$ cat src/rtl/gpia_input_byte_if.sv
// Register-bus bundle for the GPIA input byte: strobe/ack access port plus the interrupt line.
// Handshake: the master holds stb_i/we_i/adr_i/dat_i for each access cycle; the slave answers with ack_o
// exactly one cycle later, and dat_o is meaningful only while ack_o is high (no back-pressure).
interface gpia_input_byte_if;
  logic       stb_i;
  logic       we_i;
  logic [1:0] adr_i;
  logic [7:0] dat_i;
  logic [7:0] dat_o;
  logic       ack_o;
  logic       irq_o;

  modport slave (
    input  stb_i, we_i, adr_i, dat_i,
    output dat_o, ack_o, irq_o
  );

  modport master (
    output stb_i, we_i, adr_i, dat_i,
    input  dat_o, ack_o, irq_o
  );
endinterface

$ cat src/rtl/gpia_input_byte.sv
// GPIA input byte: synchronizes eight pins, latches enabled rise/fall edges into sticky
// write-1-to-clear flags, and raises a level interrupt while any flag is set.
module gpia_input_byte #(
  parameter int         SYNC_STAGES   = 2,  // legal range 2..4
  parameter logic [7:0] RISE_EN_RESET = 8'h00,
  parameter logic [7:0] FALL_EN_RESET = 8'h00
) (
  input  logic                     clk_i,
  input  logic                     res_i,
  input  logic [7:0]               pins_i,
  gpia_input_byte_if.slave         bus
);

  localparam logic [2:0] PRIME_CNT = 3'(SYNC_STAGES + 1);

  localparam logic [1:0] ADR_PINS    = 2'd0;
  localparam logic [1:0] ADR_EVENTS  = 2'd1;
  localparam logic [1:0] ADR_RISE_EN = 2'd2;
  localparam logic [1:0] ADR_FALL_EN = 2'd3;

  logic [SYNC_STAGES-1:0][7:0] sync_q, sync_d;
  logic [7:0] prev_q, prev_d;
  logic [7:0] events_q, events_d;
  logic [7:0] rise_en_q, rise_en_d;
  logic [7:0] fall_en_q, fall_en_d;
  logic [2:0] prime_q, prime_d;
  logic [7:0] dat_q, dat_d;
  logic       ack_q, ack_d;

  logic [7:0] s;
  logic       primed;
  logic [7:0] rise, fall, clr;
  logic       wr_acc, rd_acc;
  logic [7:0] rd_data;

  assign s      = sync_q[SYNC_STAGES-1];
  assign primed = (prime_q == PRIME_CNT);
  assign wr_acc = bus.stb_i & bus.we_i;
  assign rd_acc = bus.stb_i & ~bus.we_i;

  // Edges are suppressed until the chain and prev hold real pin samples, so pins
  // that are high out of reset never look like a rising edge.
  assign rise = s & ~prev_q & rise_en_q & {8{primed}};
  assign fall = ~s & prev_q & fall_en_q & {8{primed}};
  assign clr  = (wr_acc && bus.adr_i == ADR_EVENTS) ? bus.dat_i : 8'h00;

  always_comb begin
    rd_data = 8'h00;
    case (bus.adr_i)
      ADR_PINS:    rd_data = s;
      ADR_EVENTS:  rd_data = events_q;
      ADR_RISE_EN: rd_data = rise_en_q;
      ADR_FALL_EN: rd_data = fall_en_q;
      default:     rd_data = 8'h00;
    endcase
  end

  always_comb begin
    sync_d    = {sync_q[SYNC_STAGES-2:0], pins_i};
    prev_d    = s;
    prime_d   = primed ? prime_q : prime_q + 3'd1;
    // A new edge wins over a simultaneous clear of the same bit.
    events_d  = (events_q & ~clr) | rise | fall;
    rise_en_d = rise_en_q;
    fall_en_d = fall_en_q;
    ack_d     = bus.stb_i;
    dat_d     = rd_acc ? rd_data : dat_q;
    if (wr_acc && bus.adr_i == ADR_RISE_EN) rise_en_d = bus.dat_i;
    if (wr_acc && bus.adr_i == ADR_FALL_EN) fall_en_d = bus.dat_i;
  end

  always_ff @(posedge clk_i or negedge res_i) begin
    if (!res_i) begin
      sync_q    <= '0;
      prev_q    <= 8'h00;
      events_q  <= 8'h00;
      rise_en_q <= RISE_EN_RESET;
      fall_en_q <= FALL_EN_RESET;
      prime_q   <= 3'd0;
      dat_q     <= 8'h00;
      ack_q     <= 1'b0;
    end else begin
      sync_q    <= sync_d;
      prev_q    <= prev_d;
      events_q  <= events_d;
      rise_en_q <= rise_en_d;
      fall_en_q <= fall_en_d;
      prime_q   <= prime_d;
      dat_q     <= dat_d;
      ack_q     <= ack_d;
    end
  end

  assign bus.dat_o = dat_q;
  assign bus.ack_o = ack_q;
  assign bus.irq_o = |events_q;

endmodule

$ cat src/flat_wrapper.sv
// flat-port wrapper written by rule: the top's interface ports become plain ports
module gpia_input_byte_flat 
#(
  parameter int         SYNC_STAGES   = 2,                     
  parameter logic [7:0] RISE_EN_RESET = 8'h00,
  parameter logic [7:0] FALL_EN_RESET = 8'h00
)
  (clk_i, res_i, pins_i, bus_stb_i, bus_we_i, bus_adr_i, bus_dat_i, bus_dat_o, bus_ack_o, bus_irq_o);
  gpia_input_byte_if bus_i ();
  input  logic clk_i;
  input  logic res_i;
  input  logic [7:0] pins_i;
  input wire logic [$bits(bus_i.stb_i)-1:0] bus_stb_i;
  input wire logic [$bits(bus_i.we_i)-1:0] bus_we_i;
  input wire logic [$bits(bus_i.adr_i)-1:0] bus_adr_i;
  input wire logic [$bits(bus_i.dat_i)-1:0] bus_dat_i;
  output wire logic [$bits(bus_i.dat_o)-1:0] bus_dat_o;
  output wire logic [$bits(bus_i.ack_o)-1:0] bus_ack_o;
  output wire logic [$bits(bus_i.irq_o)-1:0] bus_irq_o;
  assign bus_i.stb_i = bus_stb_i;
  assign bus_i.we_i = bus_we_i;
  assign bus_i.adr_i = bus_adr_i;
  assign bus_i.dat_i = bus_dat_i;
  assign bus_dat_o = bus_i.dat_o;
  assign bus_ack_o = bus_i.ack_o;
  assign bus_irq_o = bus_i.irq_o;
  gpia_input_byte #(.SYNC_STAGES(SYNC_STAGES), .RISE_EN_RESET(RISE_EN_RESET), .FALL_EN_RESET(FALL_EN_RESET)) u_core (.clk_i(clk_i), .res_i(res_i), .pins_i(pins_i), .bus(bus_i));
endmodule
$ cat config.mk
export PLATFORM = sky130hd
export DESIGN_NAME = gpia_input_byte_flat
export DESIGN_NICKNAME = d
export VERILOG_FILES = /design/src/rtl/gpia_input_byte_if.sv /design/src/rtl/gpia_input_byte.sv /design/src/flat_wrapper.sv
export SDC_FILE = /design/constraint.sdc
export NUM_CORES = 1
export LEC_CHECK = 0
export BUFFER_PORTS_ARGS = -buffer_cell sky130_fd_sc_hd__buf_4
export CORE_ASPECT_RATIO = 0.75
export CORE_UTILIZATION = 53
export CTS_BUF_LIST = sky130_fd_sc_hd__clkbuf_4 sky130_fd_sc_hd__clkbuf_8
export DETAILED_ROUTE_END_ITERATION = 12
export GPL_TIMING_DRIVEN = 0
export PLACE_DENSITY_LB_ADDON = 0.25
export REMOVE_ABC_BUFFERS = 1
export SKIP_CTS_REPAIR_TIMING = 1
export SYNTH_ARGS = -nofsm -noshare
export SYNTH_HDL_FRONTEND = slang
export SYNTH_SLANG_ARGS = --single-unit
$ cat constraint.sdc
create_clock -name clk_i -period 1.4 [get_ports clk_i]
set_input_delay 0.07 -clock clk_i [delete_from_list [all_inputs] [get_ports clk_i]]
set_output_delay 0.07 -clock clk_i [all_outputs]
set_load 0.01 [all_outputs]
==> metrics.md <==
| Metric | Value |
|---|---|
| Status | finished with violations |
| Failing checks | negative setup slack |
| TritonCTS clock tree | yes |
| Hpwl dp | 2830 um |
| R2r startpoint | u_core.events_q[4]$_DFF_PN0_ |
| Final #Nets | 230 |
| Total CTS buffers | 9 |
| Clock Latency Late Sink | 0.34 ns |
| Gpl congestion | 0.739 |
| Yosys warning count | 0 |
| Clk sinks | 60 |
| Largest net degree at the start of global routing | 61 |
| Starting Density | 0.566 |
| # port buffers | 31 |
| Post-Syn Area | 2340 sq um |
| Post-route antenna net violation count | 0 |
| WHS | 0.298 ns |
| Syn Inst Count | 150 |
| Synth unique cells | 20 |
| Post-synth top flop | dfrtp_1 |
| Drt wl/cell | 16.8 um |
| Slew margin rel. | 0.517 |
| Vias per cell | 5.50 |
| Post-synth EDFFs | 0 |
| CTS H-tree lvls | 3 |
| P&R area growth vs syn | 29.3% |
| Die Width | 78.7 um |
| FF+latch count, synth | 60 |
| Top-count cell post-synth | dfrtp_1 |
| Critical path arrival | 1.34 ns |
| Setup ws final | -0.00953 ns |
| Worst-path clk slew | 0.07 ns |
| Post-synth top cells | dfrtp_1 (60), mux2_2 (25), nand2_1 (17) |
| Vias in the first global route | 1371 |
| Synth async-reset ratio | 1.00 |
| Diodes inserted | 0 |
| Kind of critical path | register to primary output |
| Post-route minimum period | 1.41 ns |
| Cells on Worst Hold Path | 3 |
| Max Cap Violations | 0 |
| Fmax | 709 MHz |
| Placed cells | approximately 230 |
| Worst-Margin Slew | 0.725 ns |
| Pins over their slew limit | 0 |
| Number of fill cells | between 200 and 300 |
| Die H | between 50 and 60 um |
| Crit. End Element | primary output |
| Worst-case clock buffer depth | 2 |
| Site row count | 20 |
| Global-route wire length before repair | 6730 um |
| Reg2reg end | u_core.bus.dat_o[4]$_DFFE_PN0P_ |
| Max VDD drop | around 0.00086 V |
| Unrepaired setup endpoints after global routing | true |
| GRT Residual Overflow | 0 |
| Vias | between 1000 and 1500 |
| CTS Root Cell | clkbuf_8 |
| Pwr dens | about 1400 nW/um^2 |
| Layout cell share with drive strength beyond 1 | 0.408 |
| Final Hold Viols | 0 |
| Power Total | 4.34 mW |
| Core Area | roughly 4100 sq um |
| Non-filler cells, final | 266 |
| Worst EP required | 1.33 ns |
| Hold Path End | u_core.bus.dat_o[6]$_DFFE_PN0P_ |
| Largest cells by area after synthesis | dfrtp_1 (64%), mux2_2 (12%), mux4_2 (7.7%) |
| Post-synth top area cell | dfrtp_1 |
| Setup violators final | 1 |
| Final wirelength | 4470 um |
| Antenna violations before repair | 0 |
| Io pins | 32 |
| Critical Path Start Type | register |
| Fin Clk Skew | 0.00384 ns |
| Die area | 4680 sq um |
| First-pass DRT Iterations | 4 |
| Sequential fraction of the synthesis area | 0.642 |
| Post-synth top area share | 0.642 |
| Tcrit/Tclk final | 1.01 |
| DRC violation total after the first TritonRoute iteration | 73 |
| HP Start | bus_adr_i[0] |
| DRC Markers | 0 |
| GRT Util Overall | 0.208 |
| Hold WC Path Type | primary input to register |
| Worst reg-to-reg setup slack | 0.01 ns |
| Critical path fanouts, max | 2 |
| Mapped Avg Cell Area | roughly 16 sq um |
| Leak | 1.31 nW |
| Reg2Reg Depth | 3 |
==> placed cells by master, fill, tap and decap left out, types with 2 or more instances in the layout <==
master / n
mux2_2: 25
o21ai_0: 8
buf_4: 31
clkinvlp_4: 4
dfrtp_1: 60
mux4_2: 8
clkinv_4: 2
clkbuf_8: 9
nand2_1: 17
dlygate4sd3_1: 18
a22o_1: 8
nand3b_1: 8
==> kinds of logic (layout without fill, tap and decap cells) <==
family,Yosys count,after routing,share of synthesized area
AOI/OAI and AO/OA,16,16,0.0471
xor gates and xnor gates,1,1,0.00375
adders and majority gates,2,2,0.0107
buffers and inverters,6,67,0.0171
DFF,60,60,0.642
muxes,34,34,0.202
and+or+nand+nor,31,31,0.0776
==> through the flow <==
stage	instance area, sq um	utilization	worst slack [ns]	TNS, ns
finish	3020	0.732	-0.00953	-0.00953
global route	3020	0.732	-0.0782	-0.0997
CTS	2810	0.679	-0.148	-0.248
detailed placement	2600	0.631	-0.0864	-0.0864
global placement	2600	0.631	-0.0817	-0.0817
floorplan	2300	-	0.0960	0
==> sequential cells by signal, indices dropped and copies added (netlist names) <==
name and cells:
u_core.sync_d 8, u_core.prev_q 8, u_core.bus.dat_o 8, u_core.bus.ack_o 1
u_core.prime_q 3, u_core.fall_en_q 8, u_core.events_q 8, u_core.rise_en_q 8
u_core.prev_d 8
==> power breakdown <==
| part | total (mW) | switching [mW] | internal [mW] |
|---|---|---|---|
| combinational | 0.648 | 0.238 | 0.409 |
| clock | 1.54 | 0.714 | 0.825 |
| sequential | 2.15 | 0.171 | 1.98 |
| total | 4.34 | 1.12 | 3.21 |
==> critical path, cell delays in order, from the launching register on <==
cell	delay, ns
dfrtp_1	0.43
nor4_4	0.31
nand2_1	0.13
buf_6	0.14
==> layer usage <==
layer / vias to the layer above / routed length, um / GRT usage
met5: - / 0 / 0
met2: 40 / 2310 / 0.332
li1: 662 / - / -
met3: 11 / 201 / 0.0692
met4: 0 / 73 / 0.130
met1: 749 / 1880 / 0.250
==> layout make-up <==
type / instances / area, sq um / area share
Timing Repair Buffer: 50 / 424 / 0.140
Sequential cell: 60 / 1500 / 0.496
Tap cell: 55 / 68.8 / 0.0228
Inverter: 1 / 3.75 / 0.00124
Clock inverter: 7 / 77.6 / 0.0257
Clock buffer: 9 / 124 / 0.0410
Multi-Input combinational cell: 84 / 825 / 0.273
==> worst max-delay path by stage <==
stage,from,endpoint,depth (start not counted)
2_1_floorplan,u_core.prime_q[0]$_DFFE_PN0N_,u_core.prime_q[1]$_DFFE_PN0N_,3
3_3_place_gp,u_core.prime_q[0]$_DFFE_PN0N_,u_core.prime_q[1]$_DFFE_PN0N_,3
3_5_place_dp,u_core.prime_q[0]$_DFFE_PN0N_,u_core.prime_q[1]$_DFFE_PN0N_,3
4_1_cts,u_core.events_q[5]$_DFF_PN0_,bus_irq_o,3
5_1_grt,u_core.events_q[4]$_DFF_PN0_,bus_irq_o,3
6_report,u_core.events_q[4]$_DFF_PN0_,bus_irq_o,3
Power figures use the tool's default switching activity.
